$ cat config.mk
export PLATFORM = sky130hd
export DESIGN_NAME = cache_fill_ctrl
export DESIGN_NICKNAME = d
export VERILOG_FILES = /design/src/rtl/cache_fill_ctrl_pkg.sv /design/src/rtl/cache_fill_ctrl_fill_counter.sv /design/src/rtl/cache_fill_ctrl.sv
export SDC_FILE = /design/constraint.sdc
export NUM_CORES = 1
export LEC_CHECK = 0
export CAP_MARGIN = 0
export CORE_ASPECT_RATIO = 0.75
export CORE_UTILIZATION = 45
export CTS_BUF_LIST = sky130_fd_sc_hd__clkbuf_4 sky130_fd_sc_hd__clkbuf_8
export CTS_CLUSTER_DIAMETER = 60
export DETAILED_ROUTE_END_ITERATION = 10
export DONT_BUFFER_PORTS = 1
export PLACE_DENSITY = 0.58
export SLEW_MARGIN = 40
export SYNTH_ARGS = -nofsm -noshare
export SYNTH_HDL_FRONTEND = slang
export SYNTH_HIERARCHICAL = 1
export SYNTH_SLANG_ARGS = --single-unit
$ cat constraint.sdc
create_clock -name clk -period 5.1 [get_ports clk]
set_clock_uncertainty 0.1 [all_clocks]
set_input_delay 1.275 -clock clk [delete_from_list [all_inputs] [get_ports clk]]
set_output_delay 1.275 -clock clk [all_outputs]
set_load 0.01 [all_outputs]
$ cat src/rtl/cache_fill_ctrl_pkg.sv
// Shared definitions for the cache line fill controller: FSM encoding, block geometry
// and address field positions.
package cache_fill_ctrl_pkg;

  localparam int BLOCK_WORDS = 8;
  localparam int TAG_W       = 9;
  localparam int IDX_W       = 3;
  localparam int CNT_W       = 4;

  localparam int OFFSET_MSB  = 3;
  localparam int OFFSET_LSB  = 0;
  localparam int WORD_LSB    = 1;
  localparam int BLK_LSB     = OFFSET_MSB + 1;
  localparam int TAG_MSB     = 15;
  localparam int TAG_LSB     = 8;

  typedef enum logic [1:0] {
    ST_IDLE = 2'd0,
    ST_REQ  = 2'd1,
    ST_WAIT = 2'd2,
    ST_TAG  = 2'd3
  } fill_state_e;

endpackage

$ cat src/rtl/cache_fill_ctrl_fill_counter.sv
// Saturating beat counter (stops at BLOCK_WORDS) with a 3-bit wrapping word index
// that can be loaded with an arbitrary starting word.
module fill_counter
  import cache_fill_ctrl_pkg::*;
(
  input  logic             clk,
  input  logic             rst_n,
  input  logic             load_i,
  input  logic             en_i,
  input  logic [IDX_W-1:0] start_i,
  output logic [CNT_W-1:0] cnt_o,
  output logic [IDX_W-1:0] idx_o,
  output logic             done_o
);

  logic [CNT_W-1:0] cnt_q, cnt_d;
  logic [IDX_W-1:0] idx_q, idx_d;

  assign done_o = (cnt_q == CNT_W'(BLOCK_WORDS));
  assign cnt_o  = cnt_q;
  assign idx_o  = idx_q;

  always_comb begin
    cnt_d = cnt_q;
    idx_d = idx_q;
    if (load_i) begin
      cnt_d = '0;
      idx_d = start_i;
    end else if (en_i && !done_o) begin
      cnt_d = cnt_q + CNT_W'(1);
      idx_d = idx_q + IDX_W'(1);
    end
  end

  always_ff @(posedge clk or negedge rst_n) begin
    if (!rst_n) begin
      cnt_q <= '0;
      idx_q <= '0;
    end else begin
      cnt_q <= cnt_d;
      idx_q <= idx_d;
    end
  end

endmodule

$ cat src/rtl/cache_fill_ctrl.sv
// Cache line fill controller: issues 8 word reads for a missing block, writes the
// returned words and then the tag. Define FILL_CRITICAL_FIRST_EN for critical-word-first.
module cache_fill_ctrl
  import cache_fill_ctrl_pkg::*;
#(
  parameter int ADDR_W = 16
) (
  input  logic              clk,
  input  logic              rst,
  input  logic              miss_detected,
  input  logic [ADDR_W-1:0] miss_addr,
  input  logic              mem_data_valid,
  output logic              mem_en,
  output logic [ADDR_W-1:0] mem_addr,
  output logic              data_write,
  output logic [IDX_W-1:0]  word_sel,
  output logic              tag_write,
  output logic [TAG_W-1:0]  tag_data,
  output logic              busy,
  output logic              fill_done
);

  fill_state_e state_q, state_d;

  logic [ADDR_W-BLK_LSB-1:0] blk_q;
  logic                      cap_q;
  logic                      accept;
  logic [IDX_W-1:0]          start_idx;
  logic [CNT_W-1:0]          req_cnt, resp_cnt;
  logic [IDX_W-1:0]          req_idx, resp_idx;
  logic                      req_done, resp_done;
  logic                      req_en, resp_en;
  logic                      req_last, resp_last;
  logic                      unused_offset;

  assign accept = (state_q == ST_IDLE) && miss_detected;
  assign unused_offset = ^miss_addr[OFFSET_MSB:OFFSET_LSB];

`ifdef FILL_CRITICAL_FIRST_EN
  assign start_idx = miss_addr[OFFSET_MSB:WORD_LSB];
`else
  assign start_idx = '0;
`endif

  assign req_en    = (state_q == ST_REQ) && !req_done;
  assign req_last  = req_en && (req_cnt == CNT_W'(BLOCK_WORDS - 1));
  assign resp_en   = ((state_q == ST_REQ) || (state_q == ST_WAIT)) && mem_data_valid && !resp_done;
  assign resp_last = resp_en && (resp_cnt == CNT_W'(BLOCK_WORDS - 1));

  fill_counter u_req_cnt (
    .clk    (clk),
    .rst_n  (rst),
    .load_i (accept),
    .en_i   (req_en),
    .start_i(start_idx),
    .cnt_o  (req_cnt),
    .idx_o  (req_idx),
    .done_o (req_done)
  );

  fill_counter u_resp_cnt (
    .clk    (clk),
    .rst_n  (rst),
    .load_i (accept),
    .en_i   (resp_en),
    .start_i(start_idx),
    .cnt_o  (resp_cnt),
    .idx_o  (resp_idx),
    .done_o (resp_done)
  );

  always_ff @(posedge clk or negedge rst) begin
    if (!rst) begin
      state_q <= ST_IDLE;
      blk_q   <= '0;
      cap_q   <= 1'b0;
    end else begin
      state_q <= state_d;
      if (accept) begin
        blk_q <= miss_addr[ADDR_W-1:BLK_LSB];
        cap_q <= 1'b1;
      end
    end
  end

  // With zero memory latency the last response coincides with the last request,
  // so REQ may skip WAIT entirely.
  always_comb begin
    state_d = state_q;
    case (state_q)
      ST_IDLE: if (accept) state_d = ST_REQ;
      ST_REQ:  if (req_last || req_done) state_d = (resp_last || resp_done) ? ST_TAG : ST_WAIT;
      ST_WAIT: if (resp_last || resp_done) state_d = ST_TAG;
      ST_TAG:  state_d = ST_IDLE;
      default: state_d = ST_IDLE;
    endcase
  end

  assign tag_data = {cap_q, blk_q[TAG_MSB-BLK_LSB:TAG_LSB-BLK_LSB]};

  always_comb begin
    mem_en     = 1'b0;
    mem_addr   = '0;
    data_write = resp_en;
    word_sel   = resp_en ? resp_idx : '0;
    tag_write  = 1'b0;
    fill_done  = 1'b0;
    busy       = 1'b0;
    case (state_q)
      ST_IDLE: busy = miss_detected && rst;
      ST_REQ: begin
        busy     = 1'b1;
        mem_en   = req_en;
        mem_addr = req_en ? {blk_q, req_idx, 1'b0} : '0;
      end
      ST_WAIT: busy = 1'b1;
      ST_TAG: begin
        busy      = 1'b1;
        tag_write = 1'b1;
        fill_done = 1'b1;
      end
      default: busy = 1'b0;
    endcase
  end

endmodule

=== Yosys cells after proc, flatten, opt, wreduce, memory -nomap -nowiden ===
Index checks and enable logic that the tools add are counted.

* Eq/ne operators: 10
* Add/sub/neg operators: 4
* Reduce and logical (&&, ||, !) cells: 19
* Mux-type cells: 19

{| class="wikitable"
|+ Operators with widths
! operator !! number
|-
| $mux 16 || 2
|-
| $mux 4 || 4
|-
| $mux 3 || 5
|-
| $logic_and 1x1->1 || 9
|-
| $add 4x1->4 const B || 2
|-
| $eq 4x3->1 const B || 2
|-
| $eq 4x4->1 const B || 2
|-
| $pmux 2 s4 || 1
|-
| $add 3x1->3 const B || 2
|-
| $mux 2 || 3
|-
| $eq 2x2->1 const B || 2
|-
| $ne 2x1->1 const B || 2
|-
| $reduce_bool 2->1 || 2
|-
| $logic_or 1x1->1 || 3
|-
| $mux 1 || 3
|-
| $reduce_and 3->1 || 1
|-
| $reduce_or 3->1 || 1
|-
| $eq 2x1->1 const B || 1
|-
| $logic_not 1->1 || 2
|-
| $logic_not 2->1 || 1
|-
| $ne 2x2->1 const B || 1
|-
| $pmux 1 s2 || 1
|}

* Output and inout port bits: 33
* Logic and storage cells: 59
* Input port bits: 20
* Register bits: 29

=== Longest topological paths before layout ===
* Depth in word-level cells: 9
* Depth in mapped cells: 11
* Gate-level depth less buffers: 8

=== Modules after synthesis ===
The synthesis kept the hierarchy.

{| class="wikitable"
|+ By module, submodules not included
! module !! instances !! sequential area each (um^2) !! area each (um^2) !! cells each
|-
| cache_fill_ctrl || 1 || 375.4 || 959.7 || 87
|-
| fill_counter || 2 || 175.2 || 435.4 || 45
|}

=== Worst setup path after synthesis ===
OpenSTA, ideal clock, no wires.

* Path type: input -> output
* Start: input port mem_data_valid
* End: output port word_sel[0]
* Path slack: 1.817 ns
* Stages: 3
* Arrival: 1.908 ns
* Required time: 3.725 ns
* Path buffers: 0
* Cells stage by stage: nand2_1 -> nor2_1 -> and2_1

* Word-level cells in the longest chain between the ends: 3

{| class="wikitable"
|+ Ends and longest elaborated chain
! element !! RTL line !! text
|-
| from (decl) || cache_fill_ctrl.sv:12 || <nowiki>input logic mem_data_valid,</nowiki>
|-
| $logic_and 1x1->1 (2 in series) || cache_fill_ctrl.sv:47 || <nowiki>assign resp_en = ((state_q == ST_REQ) || (state_q == ST_WAIT)) && mem_data_valid && !resp_done;</nowiki>
|-
| net data_write || cache_fill_ctrl.sv:15 || <nowiki>output logic data_write,</nowiki>
|-
| $mux 3 || cache_fill_ctrl.sv:105 || <nowiki>word_sel = resp_en ? resp_idx : '0;</nowiki>
|-
| to (decl) || cache_fill_ctrl.sv:16 || <nowiki>output logic [IDX_W-1:0] word_sel,</nowiki>
|}

The timed path passes the listed nets, and every way through them passes these cells.

=== Worst setup path in the final report ===
* Start: register u_req_cnt.cnt_q[0], in the netlist u_req_cnt/cnt_o[0]
* End: output port mem_addr[6]

* Word-level cells in the longest chain between the ends: 5

{| class="wikitable"
|+ Ends and longest elaborated chain
! element !! RTL line !! text
|-
| from (decl) || cache_fill_ctrl_fill_counter.sv:16 || <nowiki>logic [CNT_W-1:0] cnt_q, cnt_d;</nowiki>
|-
| from (signal assigned) || cache_fill_ctrl_fill_counter.sv:40 || <nowiki>cnt_q <= cnt_d;</nowiki>
|-
| $eq 4x4->1 || cache_fill_ctrl_fill_counter.sv:19 || <nowiki>assign done_o = (cnt_q == CNT_W'(BLOCK_WORDS));</nowiki>
|-
| net req_done || cache_fill_ctrl.sv:31 || <nowiki>logic req_done, resp_done;</nowiki>
|-
| $logic_not 1->1 || cache_fill_ctrl.sv:45 || <nowiki>assign req_en = (state_q == ST_REQ) && !req_done;</nowiki>
|-
| $logic_and 1x1->1 || cache_fill_ctrl.sv:45 ||
|-
| $mux 16 || cache_fill_ctrl.sv:114 || <nowiki>mem_addr = req_en ? {blk_q, req_idx, 1'b0} : '0;</nowiki>
|-
| $mux 16 || cache_fill_ctrl.sv:109 || <nowiki>case (state_q)</nowiki>
|-
| to (decl) || cache_fill_ctrl.sv:14 || <nowiki>output logic [ADDR_W-1:0] mem_addr,</nowiki>
|}

The timed path passes the listed nets, and every way through them passes these cells.

==> key figures <==
Critical path
  – Critical Path Most Common Cell: sky130_fd_sc_hd__inv_1
  – Startpoint of the worst register-to-register path: u_req_cnt/cnt_o[0]$_DFFE_PN0P_
  – Largest stage delay, worst path: between 500 and 600 ps
  – Slowest stage cell, crit path: sky130_fd_sc_hd__and2b_2
  – Critical Path Start Type: flop
  – Arrival time worst endpoint: 2070 ps
  – Dominant delay contributor by cell family on the critical path: simple AND/OR/NAND/NOR gates
  – Critical Path End Type: output pin
  – Buf+Inv Stages, Crit Path: 2
  – Largest fanout on the critical path: 29
  – R2R Setup Slk: roughly 2700 ps
  – Required time worst endpoint: between 3000 and 4000 ps
  – R2r endpoint: u_req_cnt/cnt_o[2]$_DFFE_PN0P_
  – Logic depth of the worst register-to-register path: 8
  – Type of the setup path with the least slack: flop to output pin
  – List of cells traversed by the critical path: inv_1, ha_1, nand3b_2, inv_1, and2b_2, and2_1

Final layout
  – Share of cells above drive strength 1: about an eighth
  – Net total in the final layout: roughly 200
  – Most frequent cells in the layout: 29 x sky130_fd_sc_hd__dfrtp_1, 18 x sky130_fd_sc_hd__and2_1, 15 x sky130_fd_sc_hd__inv_1
  – Number of filler instances in the final layout: around 340
  – Layout area overhead: 2.67%
  – Leading cell type in the layout, fill and taps excluded: sky130_fd_sc_hd__dfrtp_1
  – Post-route non-filler standard cell count: ~230
  – Final antenna diode count: 0

Floorplan
  – Initial standard-cell utilization of the core: approximately half
  – Boundary pin count: between 50 and 60
  – Die Footprint: approximately 4300 um^2
  – Height of the die: ~57 um
  – Width of the die: roughly 76 um
  – Number of core rows: 19
  – Core region area: roughly 3800 um^2

Power and ir drop
  – Power density normalized to cell area: just over 600 nW/um^2
  – Peak supply drop: ~0.0003 V
  – Leakage Power: about 0.0009 uW
  – Power, Total: 1160 uW

Hold path
  – Hold Path Sink: blk_q[0]$_DFFE_PN0P_
  – Min-delay src: blk_q[0]$_DFFE_PN0P_
  – Worst min-delay path category: flop to flop
  – Worst Hold Path Cells: 1

Synth
  – Cell count after synthesis: roughly 180
  – Area contributors post-synth: sky130_fd_sc_hd__dfrtp_1 40%, sky130_fd_sc_hd__ha_1 7.5%, sky130_fd_sc_hd__mux2_1 7.4%, sky130_fd_sc_hd__and2_1 6.2%, sky130_fd_sc_hd__buf_4 4.5%
  – Prevailing post-synth register cell: sky130_fd_sc_hd__dfrtp_1
  – Number of flops mapped to enable cells by yosys: 0
  – Share of Yosys cell area claimed by the top area cell type: between 30% and 40%
  – Cell area after technology mapping: 1830 um^2
  – Number of unique standard cell types used by synthesis: between 40 and 50
  – Syn_area_per_cell: 10.3 um^2
  – Synth warnings: 6
  – Async SR Flop Fraction: 100%
  – Sequential share of the synthesized area: 39.6%
  – Register bit count reported by yosys: 29
  – Top cell type by total area after synthesis: sky130_fd_sc_hd__dfrtp_1

Timing
  – Setup repair after global routing missed its margin: false
  – Max-slew headroom at the worst pin: ~54%
  – Fmax: between 200 and 300 MHz
  – Pins Over Slew Limit: 0
  – Final hold violation count: 0
  – Final critical-path required period: 3450 ps
  – Setup Viol. Count Final: 0
  – Least-Margin Pin Slew: approximately 700 ps
  – Period utilisation layout: 67.6%
  – Post-route setup TNS: 0 ps

Clock tree
  – Clock tree from TritonCTS: done
  – Total of hold buffers inserted after clock tree synthesis: 0
  – Post-CTS sizing: 0
  – Clock transition at the registers of the reported paths: ~60 ps
  – Number of post-CTS setup repair buffers: 0
  – Root Driver: sky130_fd_sc_hd__clkbuf_8
  – Count of clock tree sinks: 29
  – Maximum count of clock buffers along a single path: 2
  – Clock latency on the worst-skew pair: roughly 280 ps
  – Cts bufs inserted: 5
  – Count of H-tree levels built during CTS: 2

Global routing
  – Total routing usage reported by global routing: ~17%
  – Vias in the first global route: 1189
  – Antenna violations before repair: 0
  – Largest net degree at the start of global routing: 31
  – Remaining Overflow, GRT: 0
  – First-pass GRT wire length: between 5000 and 6000 um

Route
  – Total via count in the routed design: around 1200
  – WL final: between 3000 and 4000 um
  – Total DRC errors in the routed layout: 0
  – Vias per std cell: around 5.2
  – Total iterations of the first detailed-routing run: 4
  – Per-cell routed wire length: 14.4 um
  – Number of routed nets with antenna violations: 0
  – First-iteration detailed-routing DRC count: 43

Flow run
  – Maxcap violations: 0

Placement
  – DP HPWL: between 2000 and 2500 um
  – I/O Buffers: 0
  – Weighted congestion reported at the end of routability-driven placement: between 0.7 and 0.8
  – Post-Place Cells: 217

Run status
  – Outcome: complete, no violations
registers in the layout (all words and copies together), names as in the netlist:
signal,count
blk_q,12
cap_q,1
state_q,2
u_req_cnt/cnt_o,4
u_req_cnt/idx_o,3
u_resp_cnt/cnt_o,4
u_resp_cnt/idx_o,3
worst max path at each step:
stage                                              start           end  slack [ps]  depth (start not counted)
after floorplan                           mem_data_valid   word_sel[0]        1820                          3
after global placement                    mem_data_valid   word_sel[0]        1830                          4
after detailed placement                  mem_data_valid   word_sel[0]        1820                          4
after CTS                 u_req_cnt/cnt_o[0]$_DFFE_PN0P_   mem_addr[6]        1620                          6
after global routing      u_req_cnt/cnt_o[0]$_DFFE_PN0P_  mem_addr[12]        1480                          6
final                     u_req_cnt/cnt_o[0]$_DFFE_PN0P_   mem_addr[6]        1650                          6
stage by stage:
step                cell area (um^2)  util [%]  worst slack (ps)  hold slack, ps
floorplan                       1850         -              1820             336
global placement                1790      47.4              1830             367
detailed placement              1790      47.4              1820             374
CTS                             1880      49.7              1620             388
global route                    1880      49.7              1480             392
finish                          1880      49.7              1650             383
kinds of logic after synthesis:
logic type                 share of synthesized area, %
AOI/OAI and AO/OA                                  11.0
xor gates and xnor gates                          0.957
adders and majority gates                          7.52
buffers and inverters                              10.3
DFF                                                39.6
muxes                                              9.30
other                                             0.205
and+or+nand+nor                                    21.1
report_power, final:
group          total [uW]  switching [uW]  internal, uW  leakage, uW
Combinational         532             295           238     0.000507
Clock                 184            90.0          93.9    0.0000439
Sequential            441             102           338     0.000351
routing by layer:
layer,up-vias,track usage [%],wire length [um]
met5,-,0,0
li1,571,-,-
met4,0,8.73,52
met3,4,5.48,198
met2,38,29.6,1570
met1,561,19.2,1410
cell type report:
| type | instances | area, um^2 | area share, % |
|---|---|---|---|
| sequential | 29 | 726 | 38.6 |
| inverter | 15 | 56.3 | 3.00 |
| multi-input combinational | 120 | 938 | 49.9 |
| timing repair buffer | 1 | 7.51 | 0.399 |
| clock inverter | 3 | 17.5 | 0.932 |
| clock buffer | 5 | 68.8 | 3.66 |
| tap | 52 | 65.1 | 3.46 |
cell usage after synthesis, types with 4 or more instances:
| library cell | instances |
|---|---|
| sky130_fd_sc_hd__nand2_1 | 9 |
| sky130_fd_sc_hd__a21o_1 | 4 |
| sky130_fd_sc_hd__dfrtp_1 | 29 |
| sky130_fd_sc_hd__ha_1 | 11 |
| sky130_fd_sc_hd__and2_1 | 18 |
| sky130_fd_sc_hd__mux2_1 | 12 |
| sky130_fd_sc_hd__buf_4 | 11 |
| sky130_fd_sc_hd__inv_1 | 15 |
| sky130_fd_sc_hd__nor2_1 | 4 |
| sky130_fd_sc_hd__nand2b_1 | 4 |
| sky130_fd_sc_hd__a21oi_1 | 4 |
| sky130_fd_sc_hd__buf_2 | 4 |
| sky130_fd_sc_hd__nand3_1 | 4 |
worst reg2reg max path: stages (launching register included):
cell,delay [ps]
sky130_fd_sc_hd__dfrtp_1,400
sky130_fd_sc_hd__inv_1,100
sky130_fd_sc_hd__ha_1,220
sky130_fd_sc_hd__nand3b_2,230
sky130_fd_sc_hd__inv_1,60
sky130_fd_sc_hd__and2b_2,530
sky130_fd_sc_hd__nand2_1,140
sky130_fd_sc_hd__or3b_1,390
sky130_fd_sc_hd__a21oi_2,120
Power figures use the tool's default switching activity.
